==> src/rtl/kd_internal_node_tree.sv <==
// rtl/kd_internal_node_tree.sv - KD-tree internal node store with pipelined root-to-leaf walk
// Nodes load breadth-first from a word stream; one query patch enters the walk per cycle.
module kd_internal_node_tree #(
   parameter int INTERNAL_WIDTH = 22,
   parameter int PATCH_WIDTH    = 55,
   parameter int ADDRESS_WIDTH  = 8,
   parameter int LEVELS         = 6
) (
   input  logic                      clk,
   input  logic                      rst_n,
   input  logic                      fsm_enable,
   input  logic                      sender_enable,
   input  logic [INTERNAL_WIDTH-1:0] sender_data,
   input  logic [PATCH_WIDTH-1:0]    patch_in,
   output logic [ADDRESS_WIDTH-1:0]  leaf_index
);

   localparam int NUM_DIMS  = PATCH_WIDTH / 11;
   localparam int NUM_NODES = (1 << LEVELS) - 1;
   localparam logic [LEVELS-1:0] FULL_CNT = LEVELS'(NUM_NODES);

   logic [10:0]        node_dim [NUM_NODES];
   logic signed [10:0] node_med [NUM_NODES];
   logic [LEVELS-1:0]  wr_cnt;
   logic               wr_en;

   logic [PATCH_WIDTH-1:0] st_patch [LEVELS];
   logic [LEVELS-1:0]      st_off   [LEVELS];
   logic [LEVELS-1:0]      next_off [LEVELS];

   // Out-of-range dimension selectors fall back to component 0.
   function automatic logic signed [10:0] sel_comp(input logic [PATCH_WIDTH-1:0] p,
                                                   input logic [10:0] dim);
      sel_comp = p[10:0];
      for (int d = 1; d < NUM_DIMS; d++) begin
         if (dim == 11'(d)) sel_comp = p[11*d +: 11];
      end
   endfunction

   assign wr_en = fsm_enable && sender_enable && (wr_cnt != FULL_CNT);

   always_ff @(posedge clk or negedge rst_n) begin
      if (!rst_n) begin
         wr_cnt <= '0;
         for (int n = 0; n < NUM_NODES; n++) begin
            node_dim[n] <= '0;
            node_med[n] <= '0;
         end
      end else if (wr_en) begin
         node_dim[wr_cnt] <= sender_data[10:0];
         node_med[wr_cnt] <= sender_data[21:11];
         wr_cnt           <= wr_cnt + 1'b1;
      end
   end

   // Level l starts at global node 2^l-1; each stage reads only its own level.
   always_comb begin
      for (int l = 0; l < LEVELS; l++) begin
         next_off[l] = {st_off[l][LEVELS-2:0],
                        (sel_comp(st_patch[l], node_dim[LEVELS'((1 << l) - 1) + st_off[l]])
                         > node_med[LEVELS'((1 << l) - 1) + st_off[l]])};
      end
   end

   always_ff @(posedge clk or negedge rst_n) begin
      if (!rst_n) begin
         for (int l = 0; l < LEVELS; l++) begin
            st_patch[l] <= '0;
            st_off[l]   <= '0;
         end
         leaf_index <= '0;
      end else begin
         st_patch[0] <= patch_in;
         st_off[0]   <= '0;
         for (int l = 1; l < LEVELS; l++) begin
            st_patch[l] <= st_patch[l-1];
            st_off[l]   <= next_off[l-1];
         end
         leaf_index <= ADDRESS_WIDTH'(next_off[LEVELS-1]);
      end
   end

endmodule

==> config.mk <==
export PLATFORM = sky130hd
export DESIGN_NAME = kd_internal_node_tree
export DESIGN_NICKNAME = d
export VERILOG_FILES = /design/src/rtl/kd_internal_node_tree.sv
export SDC_FILE = /design/constraint.sdc
export NUM_CORES = 2
export LEC_CHECK = 0
export CORE_MARGIN = 1.5
export CORE_UTILIZATION = 60
export CTS_CLUSTER_DIAMETER = 100
export CTS_CLUSTER_SIZE = 25
export DETAILED_ROUTE_END_ITERATION = 8
export PLACE_DENSITY_LB_ADDON = 0.1
export RECOVER_POWER = 25
export SLEW_MARGIN = 20
export SYNTH_ARGS = -nofsm -noshare
export SYNTH_HDL_FRONTEND = slang
export SYNTH_SLANG_ARGS = --single-unit
==> constraint.sdc <==
create_clock -name clk -period 9.4 [get_ports clk]
set_input_delay 1.41 -clock clk [delete_from_list [all_inputs] [get_ports clk]]
set_output_delay 1.41 -clock clk [all_outputs]
set_load 0.01 [all_outputs]
==> results.txt <==
----------------------------------------------------
[Outcome]
  Run status ... complete, but fails checks
  Violations in the final reports ... capacitance limit, slew limit

[Power and ir drop]
  Switching Fraction ... 0.388
  Max rail drop VDD ... ~290 uV
  Design internal power ... between 10 and 15 mW
  Total power ... 23.9 mW
  Seq pwr share ... 0.400
  Leakage ... ~39 nW
  Proportion of power drawn by the clock network ... 0.166
  Total power density per cell area ... ~290 nW/um^2
  Combinational fraction of design power ... 0.434
  Net switching power ... 9.26 mW

[Clocking]
  CTS tree ... built
  CTS root buf ... sky130_fd_sc_hd__clkbuf_16
  Post-CTS resize count ... 0
  Number of levels in the clock H-tree ... 3
  Maximum buffer depth of the clock tree ... 3
  Clock buffer count from CTS ... 79
  TritonCTS Sinks ... between 1500 and 2000
  Setup repair bufs after CTS ... 0
  Hold buffer count at cts ... 0
  Clock Latency Late Sink ... 0.73 ns
  Clock transition at the registers of the reported paths ... between 0.1 and 0.15 ns

[Worst setup path]
  Largest stage delay on the critical path ... 2.14 ns
  Crit path arrival time ... 8.05 ns
  Kind of start point of the critical path ... flop
  Crit-path leading delay family ... buffers and inverters
  Most frequent CP cell ... sky130_fd_sc_hd__o21a_1
  Buffers and inverters on the worst path ... 2
  Reg-to-reg startpoint ... next_off[7]
  Category of the critical setup timing path ... flop to flop
  Largest fanout on the critical path ... 31
  Worst reg2reg setup slack ... 1.91 ns
  Critical path capture point type ... flop
  Reg2Reg Capture Point ... next_off[1]
  Source of the critical timing path ... next_off[7]
  CP max stage cell ... sky130_fd_sc_hd__clkbuf_1
  Required time worst endpoint ... 9.97 ns
  Depth of the worst register-to-register path ... 16
  Worst-path cell chain ... clkbuf_1 > mux4_2 > mux2_2 > mux2i_2 > nand2_1 > nor3_1 > buf_4 > a21o_1 > ha_1 > o21a_1 > o21a_1 > o21a_1 > o21a_1 > o21a_1 > o21ai_0 > a21oi_1

[Worst hold path]
  Hold path endpoint ... st_patch[139]
  Launch point of the worst hold path ... st_patch[194]
  Cells on Worst Hold Path ... 0
  Kind of path behind the tightest hold check ... flop to flop

[Layout]
  Fraction of layout cells with a size suffix above 1 ... 0.378
  Synth-to-layout area growth ... 5.83%
  Summed area of non-filler cells in the final layout ... 83600 um^2
  Final #Nets ... 5579
  Post-layout utilization of the core ... 0.643

[Drt]
  Overall via count from detail_route ... ~48000
  First-pass detailed-route iteration total ... 5
  Total wire length after detailed routing ... 213 mm
  Routed Antenna Nets ... 0
  Via/cell ratio ... 6.70
  Iteration-0 DRC Markers ... 4775
  DRC Markers ... 0
  Routed length per instance ... 29.7 um

[Placed design]
  Half-perimeter wire length after detailed placement ... 137 mm
  Area after DPL ... 81400 um^2
  I/O Buffers ... 86
  Weighted congestion reported at the end of routability-driven placement ... 0.884

[Die]
  Number of placement rows ... between 100 and 150
  Horiz. Die Dim ... 366 um
  Y dimension of the die ... 366 um
  I/O pin cnt ... between 80 and 90
  Initial Utilization ... 0.608
  Area enclosed by the die boundary ... 134000 um^2
  Core area ... 130000 um^2

[Timing]
  Pins Over Slew Limit ... 428
  Slew headroom ... -1.90
  Final period util ... 0.797
  Unrepaired setup endpoints after global routing ... false
  Post-layout minimum cycle time ... about 7.5 ns
  Worst hold slack after final layout ... 0.377 ns
  Slew at the pin closest to its max-slew limit ... ~4.4 ns
  Setup-failing EPs final ... 0
  Setup TNS after final layout ... 0 ns
  Clk_skew ... 0.0322 ns
  Final Hold Fails ... 0
  Fmax achieved ... 134 MHz

[GRT]
  Met1 Track Usage GR ... 0.463
  Pin count of the biggest net entering global routing ... 185
  Met3 Use GR ... 0.0422
  Number of global-route vias before repair ... 48400
  Global routing usage on met2 ... 0.511
  Overall Global Routing Usage ... 0.321
  GRT busiest layer ... met2
  Antenna violations before repair ... 9
  Global-route wire length before repair ... 322 mm
  Total global routing overflow ... 0

[Synthesis]
  Leading register cell type out of synthesis ... sky130_fd_sc_hd__dfrtp_1
  Post-synthesis instance area ... 79000 um^2
  Yosys warning count ... 0
  Post-synthesis register bit count ... between 1500 and 2000
  Library cells used by synthesis ... 92
  Fraction of synthesis flops using an asynchronous set or reset pin ... 1.00
  Post-synth EDFFs ... 0
  Mapped Avg Cell Area ... 14.0 um^2
  Count of mapped cells out of synthesis ... 5621
  Sequential share of the synthesized area ... 0.552

[Run]
  Count of max-cap constraint violations ... 7

----------------------------------------------------
sequential cells by signal (all words and copies together) (netlist names):
| name | cells |
|---|---|
| node_med | 693 |
| wr_cnt | 6 |
| next_off | 15 |
| node_dim | 693 |
| st_patch | 330 |
| leaf_index | 6 |
per-stage QoR:
| step | setup slack (ns) | instances |
|---|---|---|
| after CTS | 2.71 | 7180 |
| after global routing | 1.29 | 7181 |
| after detailed placement | 2.73 | 7087 |
| after global placement | 2.82 | 7087 |
| after floorplan | 3.75 | 5622 |
| final | 1.91 | 7185 |
how the worst max path moves through the flow:
stage	end	slack (ns)	depth (start not counted)
floorplan	leaf_index[0]	3.75	27
global placement	leaf_index[0]	2.82	21
detailed placement	leaf_index[0]	2.73	22
CTS	leaf_index[0]	2.71	22
global route	next_off[1]	1.29	16
finish	next_off[1]	1.91	16
power by group through the flow:
stage | registers, mW | clock network, mW | logic (mW)
5_1_grt | 9.69 | 4.29 | 11.0
6_report | 9.56 | 3.97 | 10.4
2_1_floorplan | 9.30 | 0 | 7.17
4_1_cts | 9.52 | 4.05 | 10.3
3_3_place_gp | 9.61 | 0 | 10.1
3_5_place_dp | 9.67 | 0 | 10.2
cell type report:
cell class                      count  area [um^2]
Fill cell                        9714        46400
Sequential cell                  1743        43600
Multi-Input combinational cell   3343        33600
Tap cell                         1742         2180
Clock buffer                       89         2110
Timing Repair Buffer              216         1830
Inverter                           44          165
Clock inverter                      4         56.3
Antenna cell                        4         10.0
synth_stat cells (15+ instances only):
cell type	n	area (um^2)
sky130_fd_sc_hd__dfrtp_1	1743	43600
sky130_fd_sc_hd__mux2_2	1410	15900
sky130_fd_sc_hd__clkbuf_1	335	1260
sky130_fd_sc_hd__mux4_2	315	7090
sky130_fd_sc_hd__nand2_1	261	980
sky130_fd_sc_hd__nor2_1	200	751
sky130_fd_sc_hd__mux2i_1	155	1550
sky130_fd_sc_hd__a21oi_1	126	631
sky130_fd_sc_hd__o21ai_0	124	621
sky130_fd_sc_hd__nor3_1	111	556
sky130_fd_sc_hd__buf_1	98	368
sky130_fd_sc_hd__ha_1	71	888
sky130_fd_sc_hd__nand3_1	65	325
sky130_fd_sc_hd__nor4_1	57	357
sky130_fd_sc_hd__o21a_1	48	360
sky130_fd_sc_hd__buf_2	45	225
sky130_fd_sc_hd__inv_1	43	161
sky130_fd_sc_hd__a211oi_1	35	263
sky130_fd_sc_hd__o22ai_1	26	163
sky130_fd_sc_hd__a221oi_1	21	184
sky130_fd_sc_hd__nand4_1	21	131
sky130_fd_sc_hd__a22o_1	20	175
sky130_fd_sc_hd__a22oi_1	19	143
sky130_fd_sc_hd__a221o_1	16	160
sky130_fd_sc_hd__o211ai_1	16	120
sky130_fd_sc_hd__a31oi_1	15	93.8
sky130_fd_sc_hd__and3_1	15	93.8
sky130_fd_sc_hd__o221ai_1	15	131
logic make-up after synthesis:
family	count (synthesis)	synth area share
mux	1881	0.311
flops	1743	0.552
simple gates	805	0.0475
compound gates	572	0.0491
buf+inv	536	0.0273
fa+ha+maj	71	0.0112
xor+xnor	12	0.00166
other cells	1	0.0000475
cell usage in the layout (no fill, tap or decap), types with 19 or more instances in the layout:
master | Yosys | routed
sky130_fd_sc_hd__dfrtp_1 | 1743 | 1739
sky130_fd_sc_hd__mux2_2 | 1410 | 1410
sky130_fd_sc_hd__mux4_2 | 315 | 315
sky130_fd_sc_hd__nand2_1 | 261 | 253
sky130_fd_sc_hd__nor2_1 | 200 | 152
sky130_fd_sc_hd__mux2i_1 | 155 | 152
sky130_fd_sc_hd__a21oi_1 | 126 | 126
sky130_fd_sc_hd__o21ai_0 | 124 | 124
sky130_fd_sc_hd__buf_4 | 9 | 115
sky130_fd_sc_hd__nor3_1 | 111 | 110
sky130_fd_sc_hd__clkbuf_16 | 0 | 83
sky130_fd_sc_hd__ha_1 | 71 | 68
sky130_fd_sc_hd__nand3_1 | 65 | 65
sky130_fd_sc_hd__nor4_1 | 57 | 57
sky130_fd_sc_hd__dlygate4sd3_1 | 0 | 55
sky130_fd_sc_hd__o21a_1 | 48 | 48
sky130_fd_sc_hd__inv_1 | 43 | 43
sky130_fd_sc_hd__a211oi_1 | 35 | 35
sky130_fd_sc_hd__nor2_2 | 1 | 27
sky130_fd_sc_hd__o22ai_1 | 26 | 26
sky130_fd_sc_hd__nor2_4 | 0 | 22
sky130_fd_sc_hd__buf_2 | 45 | 22
sky130_fd_sc_hd__a221oi_1 | 21 | 21
sky130_fd_sc_hd__nand4_1 | 21 | 21
sky130_fd_sc_hd__a22o_1 | 20 | 20
sky130_fd_sc_hd__a22oi_1 | 19 | 19
metal layers:
| metal | routed length, um | part of all wire | vias to the layer above |
|---|---|---|---|
| met4 | 7640 | 0.036 | 2 |
| met2 | 102000 | 0.48 | 1672 |
| li1 | - | - | 20200 |
| met1 | 90400 | 0.42 | 26000 |
| met5 | 13 | 0.000061 | - |
| met3 | 12800 | 0.060 | 359 |
(Power assumes the default switching activity.)
